## src/rtl/rv_pkg.sv

```systemverilog
`default_nettype none
// ============================================================================
//  Module      : rv_pkg
//  Description : Shared pipeline constants: NOP encoding, stall-vector bit
//                indices and default address/data widths.
//  Revision    : 1.0 - initial release
// ============================================================================
package rv_pkg;

   // Default widths for fetch-side address and instruction buses
   localparam int DEF_AW = 32;
   localparam int DEF_DW = 32;

   // ADDI x0, x0, 0 - the canonical bubble instruction
   localparam logic [31:0] NOP_INST = 32'h0000_0013;

   // Bit positions within the 6-bit pipeline stall vector
   localparam int STALL_W   = 6;
   localparam int STALL_PC  = 0;
   localparam int STALL_IF  = 1;
   localparam int STALL_ID  = 2;
   localparam int STALL_EX  = 3;
   localparam int STALL_MEM = 4;
   localparam int STALL_WB  = 5;

endpackage
`default_nettype wire

```

## src/rtl/fetch_fifo.sv

```systemverilog
`default_nettype none
// ============================================================================
//  Module      : fetch_fifo
//  Description : Small synchronous FIFO with registered occupancy count.
//                Simultaneous push and pop is allowed in every state; a push
//                into a full FIFO without a pop, or a pop from an empty FIFO,
//                is ignored. Flush empties the FIFO and wins over push.
//  Revision    : 1.0 - initial release
// ============================================================================
module fetch_fifo
   import rv_pkg::*;
#(
   parameter int WIDTH = 32,
   parameter int DEPTH = 2
) (
   input  logic                         clk,
   input  logic                         rst,
   input  logic                         flush,
   input  logic                         push,
   input  logic [WIDTH-1:0]             wdata,
   input  logic                         pop,
   output logic [WIDTH-1:0]             rdata,
   output logic [$clog2(DEPTH+1)-1:0]   count
);

   localparam int PW = $clog2(DEPTH);
   localparam int CW = $clog2(DEPTH+1);

   logic [WIDTH-1:0] r_mem [DEPTH];
   logic [PW-1:0]    r_wr_ptr;
   logic [PW-1:0]    r_rd_ptr;
   logic [CW-1:0]    r_count;
   logic             w_do_push;
   logic             w_do_pop;

   // A pop frees a slot in the same cycle, so a full FIFO may still accept
   assign w_do_pop  = pop & (r_count != '0);
   assign w_do_push = push & ((r_count != CW'(DEPTH)) | w_do_pop);

   assign rdata = r_mem[r_rd_ptr];
   assign count = r_count;

   // Storage array; no reset needed since count gates every read
   always_ff @(posedge clk) begin
      if (w_do_push) begin
         r_mem[r_wr_ptr] <= wdata;
      end
   end

   // Pointer and occupancy bookkeeping
   always_ff @(posedge clk) begin
      if (rst || flush) begin
         r_wr_ptr <= '0;
         r_rd_ptr <= '0;
         r_count  <= '0;
      end else begin
         if (w_do_push) begin
            r_wr_ptr <= r_wr_ptr + PW'(1);
         end
         if (w_do_pop) begin
            r_rd_ptr <= r_rd_ptr + PW'(1);
         end
         if (w_do_push && !w_do_pop) begin
            r_count <= r_count + CW'(1);
         end else if (w_do_pop && !w_do_push) begin
            r_count <= r_count - CW'(1);
         end
      end
   end

endmodule
`default_nettype wire

```

## src/rtl/inst_fetch.sv

```systemverilog
`default_nettype none
// ============================================================================
//  Module      : inst_fetch
//  Description : Instruction fetch stage. Issues one memory request per cycle
//                for the current PC, tracks up to DEPTH requests in flight,
//                buffers returned instructions and presents one {pc, inst}
//                pair per cycle to decode. Back-pressures the PC through
//                stallreq_o and drops all in-flight work on a branch redirect.
//  Revision    : 1.0 - initial release
// ============================================================================
module inst_fetch
   import rv_pkg::*;
#(
   parameter int AW    = rv_pkg::DEF_AW,
   parameter int DW    = rv_pkg::DEF_DW,
   parameter int DEPTH = 2
) (
   input  logic                 clk,
   input  logic                 rst,
   input  logic [AW-1:0]        pc_i,
   input  logic                 right_one_i,
   input  logic [STALL_W-1:0]   stall,
   input  logic                 br,
   output logic                 imem_req_o,
   output logic [AW-1:0]        imem_addr_o,
   input  logic                 imem_gnt_i,
   input  logic                 imem_rvalid_i,
   input  logic [DW-1:0]        imem_rdata_i,
   output logic                 id_valid_o,
   output logic [AW-1:0]        id_pc_o,
   output logic [DW-1:0]        id_inst_o,
   output logic                 stallreq_o
);

   localparam int CW = $clog2(DEPTH+1);

   logic [CW-1:0]     w_out_cnt;
   logic [CW-1:0]     w_q_cnt;
   logic [CW:0]       w_credits;
   logic              w_has_credit;
   logic              w_stall_id;
   logic              w_accept;
   logic              w_rsp;
   logic              w_drop;
   logic              w_keep;
   logic              w_q_empty;
   logic              w_q_push;
   logic              w_q_pop;
   logic              w_bypass;
   logic [AW-1:0]     w_rsp_pc;
   logic [AW+DW-1:0]  w_q_head;
   logic [CW-1:0]     r_discard_cnt;
   logic              w_unused_stall;

   // Only the ID stall bit matters to this stage
   assign w_stall_id     = stall[STALL_ID];
   assign w_unused_stall = ^{stall[STALL_W-1:STALL_ID+1], stall[STALL_ID-1:0]};

   // Credits cover both in-flight requests and buffered instructions, so a
   // response always has a queue slot waiting for it
   assign w_credits    = {1'b0, w_out_cnt} + {1'b0, w_q_cnt};
   assign w_has_credit = (w_credits < (CW+1)'(DEPTH));

   assign imem_req_o  = !rst & right_one_i & !br & w_has_credit;
   assign imem_addr_o = pc_i;
   assign w_accept    = imem_req_o & imem_gnt_i;
   assign stallreq_o  = !rst & right_one_i & !w_accept;

   // A response with nothing outstanding is a protocol violation and ignored
   assign w_rsp  = imem_rvalid_i & (w_out_cnt != '0);
   assign w_drop = w_rsp & (br | (r_discard_cnt != '0));
   assign w_keep = w_rsp & !w_drop;

   // Queue head has priority; bypass only when nothing is buffered ahead
   assign w_q_empty = (w_q_cnt == '0);
   assign w_q_pop   = !br & !w_stall_id & !w_q_empty;
   assign w_bypass  = !br & !w_stall_id & w_q_empty & w_keep;
   assign w_q_push  = w_keep & !w_bypass;

   fetch_fifo #(
      .WIDTH (AW),
      .DEPTH (DEPTH)
   ) u_out_fifo (
      .clk   (clk),
      .rst   (rst),
      .flush (1'b0),
      .push  (w_accept),
      .wdata (pc_i),
      .pop   (w_rsp),
      .rdata (w_rsp_pc),
      .count (w_out_cnt)
   );

   fetch_fifo #(
      .WIDTH (AW+DW),
      .DEPTH (DEPTH)
   ) u_inst_queue (
      .clk   (clk),
      .rst   (rst),
      .flush (br),
      .push  (w_q_push),
      .wdata ({w_rsp_pc, imem_rdata_i}),
      .pop   (w_q_pop),
      .rdata (w_q_head),
      .count (w_q_cnt)
   );

   // Count of responses still owed for requests issued before a redirect
   always_ff @(posedge clk) begin
      if (rst) begin
         r_discard_cnt <= '0;
      end else if (br) begin
         r_discard_cnt <= w_out_cnt - CW'(w_rsp);
      end else if (w_drop) begin
         r_discard_cnt <= r_discard_cnt - CW'(1);
      end
   end

   // Decode-facing registers: flush bubble, hold on ID stall, else advance
   always_ff @(posedge clk) begin
      if (rst) begin
         id_valid_o <= 1'b0;
         id_pc_o    <= '0;
         id_inst_o  <= DW'(NOP_INST);
      end else if (br) begin
         id_valid_o <= 1'b0;
         id_inst_o  <= DW'(NOP_INST);
      end else if (!w_stall_id) begin
         if (!w_q_empty) begin
            id_valid_o <= 1'b1;
            id_pc_o    <= w_q_head[AW+DW-1:DW];
            id_inst_o  <= w_q_head[DW-1:0];
         end else if (w_bypass) begin
            id_valid_o <= 1'b1;
            id_pc_o    <= w_rsp_pc;
            id_inst_o  <= imem_rdata_i;
         end else begin
            id_valid_o <= 1'b0;
            id_inst_o  <= DW'(NOP_INST);
         end
      end
   end

endmodule
`default_nettype wire

```

## config.mk

```make
export PLATFORM = sky130hd
export DESIGN_NAME = inst_fetch
export DESIGN_NICKNAME = d
export VERILOG_FILES = /design/src/rtl/rv_pkg.sv /design/src/rtl/fetch_fifo.sv /design/src/rtl/inst_fetch.sv
export SDC_FILE = /design/constraint.sdc
export NUM_CORES = 1
export LEC_CHECK = 0
export CELL_PAD_IN_SITES_DETAIL_PLACEMENT = 1
export CELL_PAD_IN_SITES_GLOBAL_PLACEMENT = 1
export CORE_UTILIZATION = 44
export CTS_CLUSTER_DIAMETER = 120
export DETAILED_ROUTE_END_ITERATION = 10
export PLACE_DENSITY = 0.86
export SLEW_MARGIN = 20
export SYNTH_ARGS = -nofsm -noshare
export SYNTH_HDL_FRONTEND = slang
export SYNTH_SLANG_ARGS = --single-unit
export TNS_END_PERCENT = 50
```

## constraint.sdc

```tcl
create_clock -name clk -period 6.4 [get_ports clk]
set_clock_uncertainty 0.1 [all_clocks]
set_input_delay 1.28 -clock clk [delete_from_list [all_inputs] [get_ports clk]]
set_output_delay 1.28 -clock clk [all_outputs]
set_load 0.02 [all_outputs]
```

==> results of run 1 <==
==> how the worst max path moves through the flow <==
stage                  start                  endpoint  slack, ns  depth (start not counted)
floorplan           stall[2]  u_inst_queue.r_mem[0][0]       1.07                          4
global placement          br                stallreq_o       1.59                          5
detailed placement        br                imem_req_o       1.57                          4
CTS                       br                imem_req_o       1.54                          4
global route              br                imem_req_o       1.44                          4
finish                    br                imem_req_o       1.56                          4
==> placed cells by master, fill, tap and decap left out, types with 29 or more instances in the layout <==
cell / Yosys / final
edfxtp_1: 192 / 192
clkdlybuf4s50_1: 0 / 168
mux2_2: 96 / 96
dfxtp_1: 77 / 75
mux2i_1: 37 / 37
a21oi_1: 36 / 36
nand2_1: 36 / 36
nor2b_1: 34 / 33
nand3_1: 32 / 32
o21ai_0: 30 / 30
o211ai_2: 31 / 30
a32oi_1: 29 / 29
clkbuf_16: 0 / 29
==> metrics by stage <==
step	area (um^2)	setup WS [ns]	power, uW	instances
2_1_floorplan	11200	1.07	2590	783
3_3_place_gp	12900	1.59	2840	1198
3_5_place_dp	12900	1.57	2880	1198
4_1_cts	14000	1.54	4780	1251
5_1_grt	14000	1.44	4900	1251
6_report	14000	1.56	4730	1251
==> metal layers <==
layer / wire length (um) / vias up / track usage (%)
li1: - / 3154 / -
met1: 11700 / 3534 / 26.5
met2: 14200 / 231 / 37.6
met3: 1350 / 47 / 3.19
met4: 642 / 0 / 7.42
met5: 0 / - / 0
==> sequential cells by signal (all words and copies together) (netlist names), named ones only <==
name / cells
id_valid_o: 1
u_inst_queue.r_mem: 128
r_discard_cnt: 2
u_out_fifo.r_mem: 64
id_pc_o: 32
u_inst_queue.r_wr_ptr: 1
u_inst_queue.r_rd_ptr: 1
u_out_fifo.r_rd_ptr: 1
u_out_fifo.count: 2
u_out_fifo.r_wr_ptr: 1
u_inst_queue.count: 2
id_inst_o: 32
==> logic make-up (layout without fill, tap and decap cells) <==
kind of cell    count (synthesis)  after routing  synth area share [%]
xor+xnor                        7              7                 0.546
flops                         269            269                  65.1
compound gates                142            142                  9.85
buf+inv                        97            235                  4.96
mux                           133            133                  12.9
simple gates                  130            130                  6.03
fa+ha+maj                       5              5                 0.624
==> power by group through the flow <==
| stage | Sequential (uW) | Clock, uW | Combinational (uW) |
|---|---|---|---|
| floorplan | 2120 | 0 | 469 |
| global placement | 2120 | 0 | 720 |
| detailed placement | 2130 | 0 | 750 |
| CTS | 2100 | 1920 | 763 |
| global route | 2110 | 1990 | 807 |
| finish | 2090 | 1880 | 757 |
==> final cells by class <==
type,instances,area [um^2]
multi-input combinational,417,3420
clock inverter,13,245
inverter,7,26.3
fill,2411,11100
tap,330,413
timing repair buffer,175,1740
sequential,269,7310
clock buffer,40,837
==> metrics.txt, run 1 <==
status finished clean; Post-synth EDFFs 192; FF+latch count, synth 269; drt pass-1 iters 5; post-route clock period utilization 75.6%; final wirelength 27900 um; final hold slack 0.356 ns; number of setup violations in the final report 0; Hold Path End id_valid_o; fin crit period 4.84 ns; Achievable Freq 0.207 GHz; Synth top area share 51.3%; syn_nets 864; Max-Cap Viols 0; post-synth cell types 43; Num CTS Buffers 29; PD cells 338 nW/um^2; Setup CP Type input pin to output port; cell count after synthesis 783; initial antenna violation count 0; Comb power frac 16.0%; top cells by count, synth edfxtp_1 (192), mux2_2 (96), dfxtp_1 (77), mux2i_1 (37); Slew Viols, Final 0; dominant cell type by area after synthesis edfxtp_1; clock sink total 269; CTS root buffer clkbuf_16; Inserted Diodes 0; crit path DAT 3.46 ns; nets 980; ys flop type edfxtp_1; Worst-Skew Late Latency 0.54 ns; syn avg cell area 14.3 um^2; num rows 58; setup TNS 0 ns; Sequential Power Share 44.3%; Worst-Margin Slew 1.11 ns; number of global-route vias before repair 7607; Core ar. 25100 um^2; Seq/Total Area, Yosys 65.1%; critical path capture point type output port; Hold Path Stages 1; Async SR Flop Fraction 0%; largest cells by area after synthesis edfxtp_1 (51%), dfxtp_1 (14%), mux2_2 (9.6%), o211ai_2 (3.5%), mux2i_1 (3.3%); Pleak 0.00458 uW; DP HPWL 15500 um; DRC 0; worst path buffer plus inverter count 2; Crit Path Max Fanout 11; worst r2r src u_out_fifo.count[0]; VDD IR-drop max 239 uV; die area 26200 um^2; switching power total 1200 uW; worst min path class flop to flop; Worst R2R Path Depth 6; Post-Syn Area 11200 um^2; first-pass GRT wire length 42900 um; Final ANT Viol Nets 0; via count 6966; FF-to-FF End u_out_fifo.r_mem[0][19]; CP top delay family buffers and inverters; IO Pins 175; Clk pwr share 39.7%; Area Growth Syn to Fin 24.6%; CTS Hold Bufs 0; crit-path cells clkdlybuf4s50_1, or2_1, nor4b_1, clkdlybuf4s50_1; starting density of the core 44.7%; DRT iter0 DRCs 327; via/cell ratio 5.57; Hold Crit Start id_valid_o; H-tree levels 1; post-CTS setup buffers 0; largest net degree at the start of global routing 65; final core utilization 55.7%; Slew headroom 25.8%; most frequent CP cell clkdlybuf4s50_1; GPL Wtd Cong 0.753; slowest library cell on the worst path clkdlybuf4s50_1; YS warnings 0; Fin. Hold Viols 0; gr usage total 21.3%; internal power 3530 uW; cell with the most instances after synthesis edfxtp_1; Post-CTS Resized 0; total gr overflow 0; CP startpoint kind input pin; CTS tree built; clk buf depth 3; Switching Fraction 25.4%; die width 162 um; RSZ-0062 raised after global routing no; slowest stage delay, CP 0.67 ns; WL/cell 22.3 um; Req. time, crit path 5.02 ns; chip height 162 um; Worst R2R Setup Slack 3.04 ns; layout cell share with drive strength beyond 1 21.3%; Port-buffer cells 169; CTS clock-pin slew for the worst setup and hold paths 0.06 ns
(Power assumes the default switching activity.)
==> run 2, diff against run 1 <==
- clock period: 6.4 -> 4.5 ns (I/O delays scaled with it)
==> metrics.txt, run 2 (synthesized netlist as in run 1, its figures left out) <==
CP Launch Point u_inst_queue.count[0]; number of global-route vias before repair 7697 (+1.2%); most frequent CP cell nor2_1; via count 6918 (-0.69%); final wirelength 27300 um (-2.2%); initial antenna violation count 0 (unchanged); Fin. Hold Viols 0 (unchanged); worst min path class flop to flop; IO Pins 175 (unchanged); Slew headroom 32.6% (+6.8 points); Port-buffer cells 169 (unchanged); post-route insts no fill 1258 (+0.56%); Cells after DPL 1206 (+0.67%); DRC 0 (unchanged); Setup CP Type flop to output port; Area Growth Syn to Fin 23.5%; first-pass GRT wire length 42900 um (about the same); clk buf depth 3 (unchanged); VDD IR-drop max 296 uV (+24%); status finished clean; post-route cell area 13900 um^2 (-0.91%); slowest stage delay, CP 0.56 ns (-0.11 ns); Req. time, crit path 3.50 ns (-1.52 ns); most frequent cells in the layout edfxtp_1 (192), clkdlybuf4s50_1 (168), mux2_2 (96), dfxtp_1 (75), mux2i_1 (37); CTS root buffer clkbuf_16; worst r2r src u_inst_queue.count[0]; Max-Cap Viols 0 (unchanged); CTS Hold Bufs 0 (unchanged); Reg with most FFs u_inst_queue.r_mem; GPL Wtd Cong 0.735 (-2.5%); starting density of the core 44.7% (unchanged); Slew Viols, Final 0 (unchanged); slowest library cell on the worst path clkdlybuf4s50_1; Inserted Diodes 0 (unchanged); Num CTS Buffers 28 (-3.4%); crit-path cells inv_1, nor2_1, fa_1, nand4bb_1, nor2_1, nor3b_1, clkdlybuf4s50_1; post-route clock period utilization 86.4%; CP startpoint kind flop; Crit Path Max Fanout 6 (-5); Worst-Margin Slew 1.01 ns (-0.0965 ns); RSZ-0062 raised after global routing no; DRT iter0 DRCs 419 (+28%); number of setup violations in the final report 0 (unchanged); Largest regs u_inst_queue.r_mem (128), u_out_fifo.r_mem (64); Worst R2R Setup Slack 1.28 ns (-1.76 ns); fin crit period 3.89 ns; CP top delay family simple AND/OR/NAND/NOR gates; largest net degree at the start of global routing 65 (unchanged); WL/cell 21.7 um (-2.8%); die area 26200 um^2 (unchanged); layout cell share with drive strength beyond 1 21.0% (-0.27 points); PD cells 456 nW/um^2 (+35%); most common cell after layout, fill and taps aside edfxtp_1; chip height 162 um (unchanged); Pleak 0.00452 uW (-1.2%); H-tree levels 1 (unchanged); total gr overflow 0 (unchanged); area of placed instances 13000 um^2 (+0.45%); Hold Crit Start id_valid_o; worst path buffer plus inverter count 2 (unchanged); nets 987 (+0.71%); Post-CTS Resized 0 (unchanged); Achievable Freq 0.257 GHz; die width 162 um (unchanged); post-CTS setup buffers 0 (unchanged); via/cell ratio 5.50 (-1.2%); Core ar. 25100 um^2 (unchanged); filler instances 2476 (+2.7%); final core utilization 55.2% (-0.51 points); critical path capture point type output port; num rows 58 (unchanged); clock sink total 269 (unchanged); DP HPWL 16300 um (+5.3%); setup TNS 0 ns (unchanged); Worst-Skew Late Latency 0.54 ns (about the same); gr usage total 21.1% (-0.20 points); CTS clock-pin slew for the worst setup and hold paths 0.06 ns (about the same); CTS tree built; Final ANT Viol Nets 0 (unchanged); crit path DAT 2.89 ns (-0.57 ns); drt pass-1 iters 4 (-1); number of flip-flops under the largest register name 128 (unchanged)
## run 2: cell count changes in the layout (fill, tap and decap cells not counted), moves of 2 or more
cell        before  now
buf_4            5   13
bufinv_16        7    2
clkbuf_8         7    2
clkbuf_1         4    7
clkinv_1         1    4
clkinv_2         3    5
clkinvlp_4       1    3
## run 2: power breakdown
group | total, uW | internal [uW] | switching (uW)
Clock | 2260 | 1330 | 937
Combinational | 1080 | 498 | 586
Sequential | 2980 | 2830 | 147
## run 2: metal layers
layer	track usage, %	wire length, um
met1	25.9	11300
met2	38.7	14300
met3	3.12	1270
met4	5.10	445
met5	0	0
## run 2: path summary, 6_finish.rpt
| check | to | depth (start not counted) |
|---|---|---|
| max | stallreq_o | 7 |
| min | id_valid_o | 1 |
| max reg2reg | u_out_fifo.r_mem[1][31] | 6 |
| min reg2reg | id_valid_o | 1 |
## run 2: through the flow
step / setup WS (ns) / hold slack, ns / total power [uW]
2_1_floorplan: 0.584 / 0.352 / 3680
3_3_place_gp: 0.851 / 0.342 / 4060
3_5_place_dp: 0.822 / 0.363 / 4100
4_1_cts: 0.562 / 0.378 / 6380
5_1_grt: 0.462 / 0.408 / 6560
6_report: 0.610 / 0.372 / 6320
## run 2: final cells by class
class	instances	area (um^2)	share of cell area (%)
Clock buffer	38	779	5.62
Clock inverter	14	123	0.884
Inverter	7	26.3	0.189
Multi-Input combinational cell	417	3410	24.6
Sequential cell	269	7310	52.7
Tap cell	330	413	2.98
Timing Repair Buffer	183	1800	13.0
## run 2: worst reg2reg max path: cells and delay by family, from the launching register on
kind / cells / cell delay (ns)
AND/OR/NAND/NOR: 4 / 1.64
buffers and inverters: 1 / 0.13
flip-flops: 1 / 0.50
adder cells (fa/ha/maj): 1 / 0.46
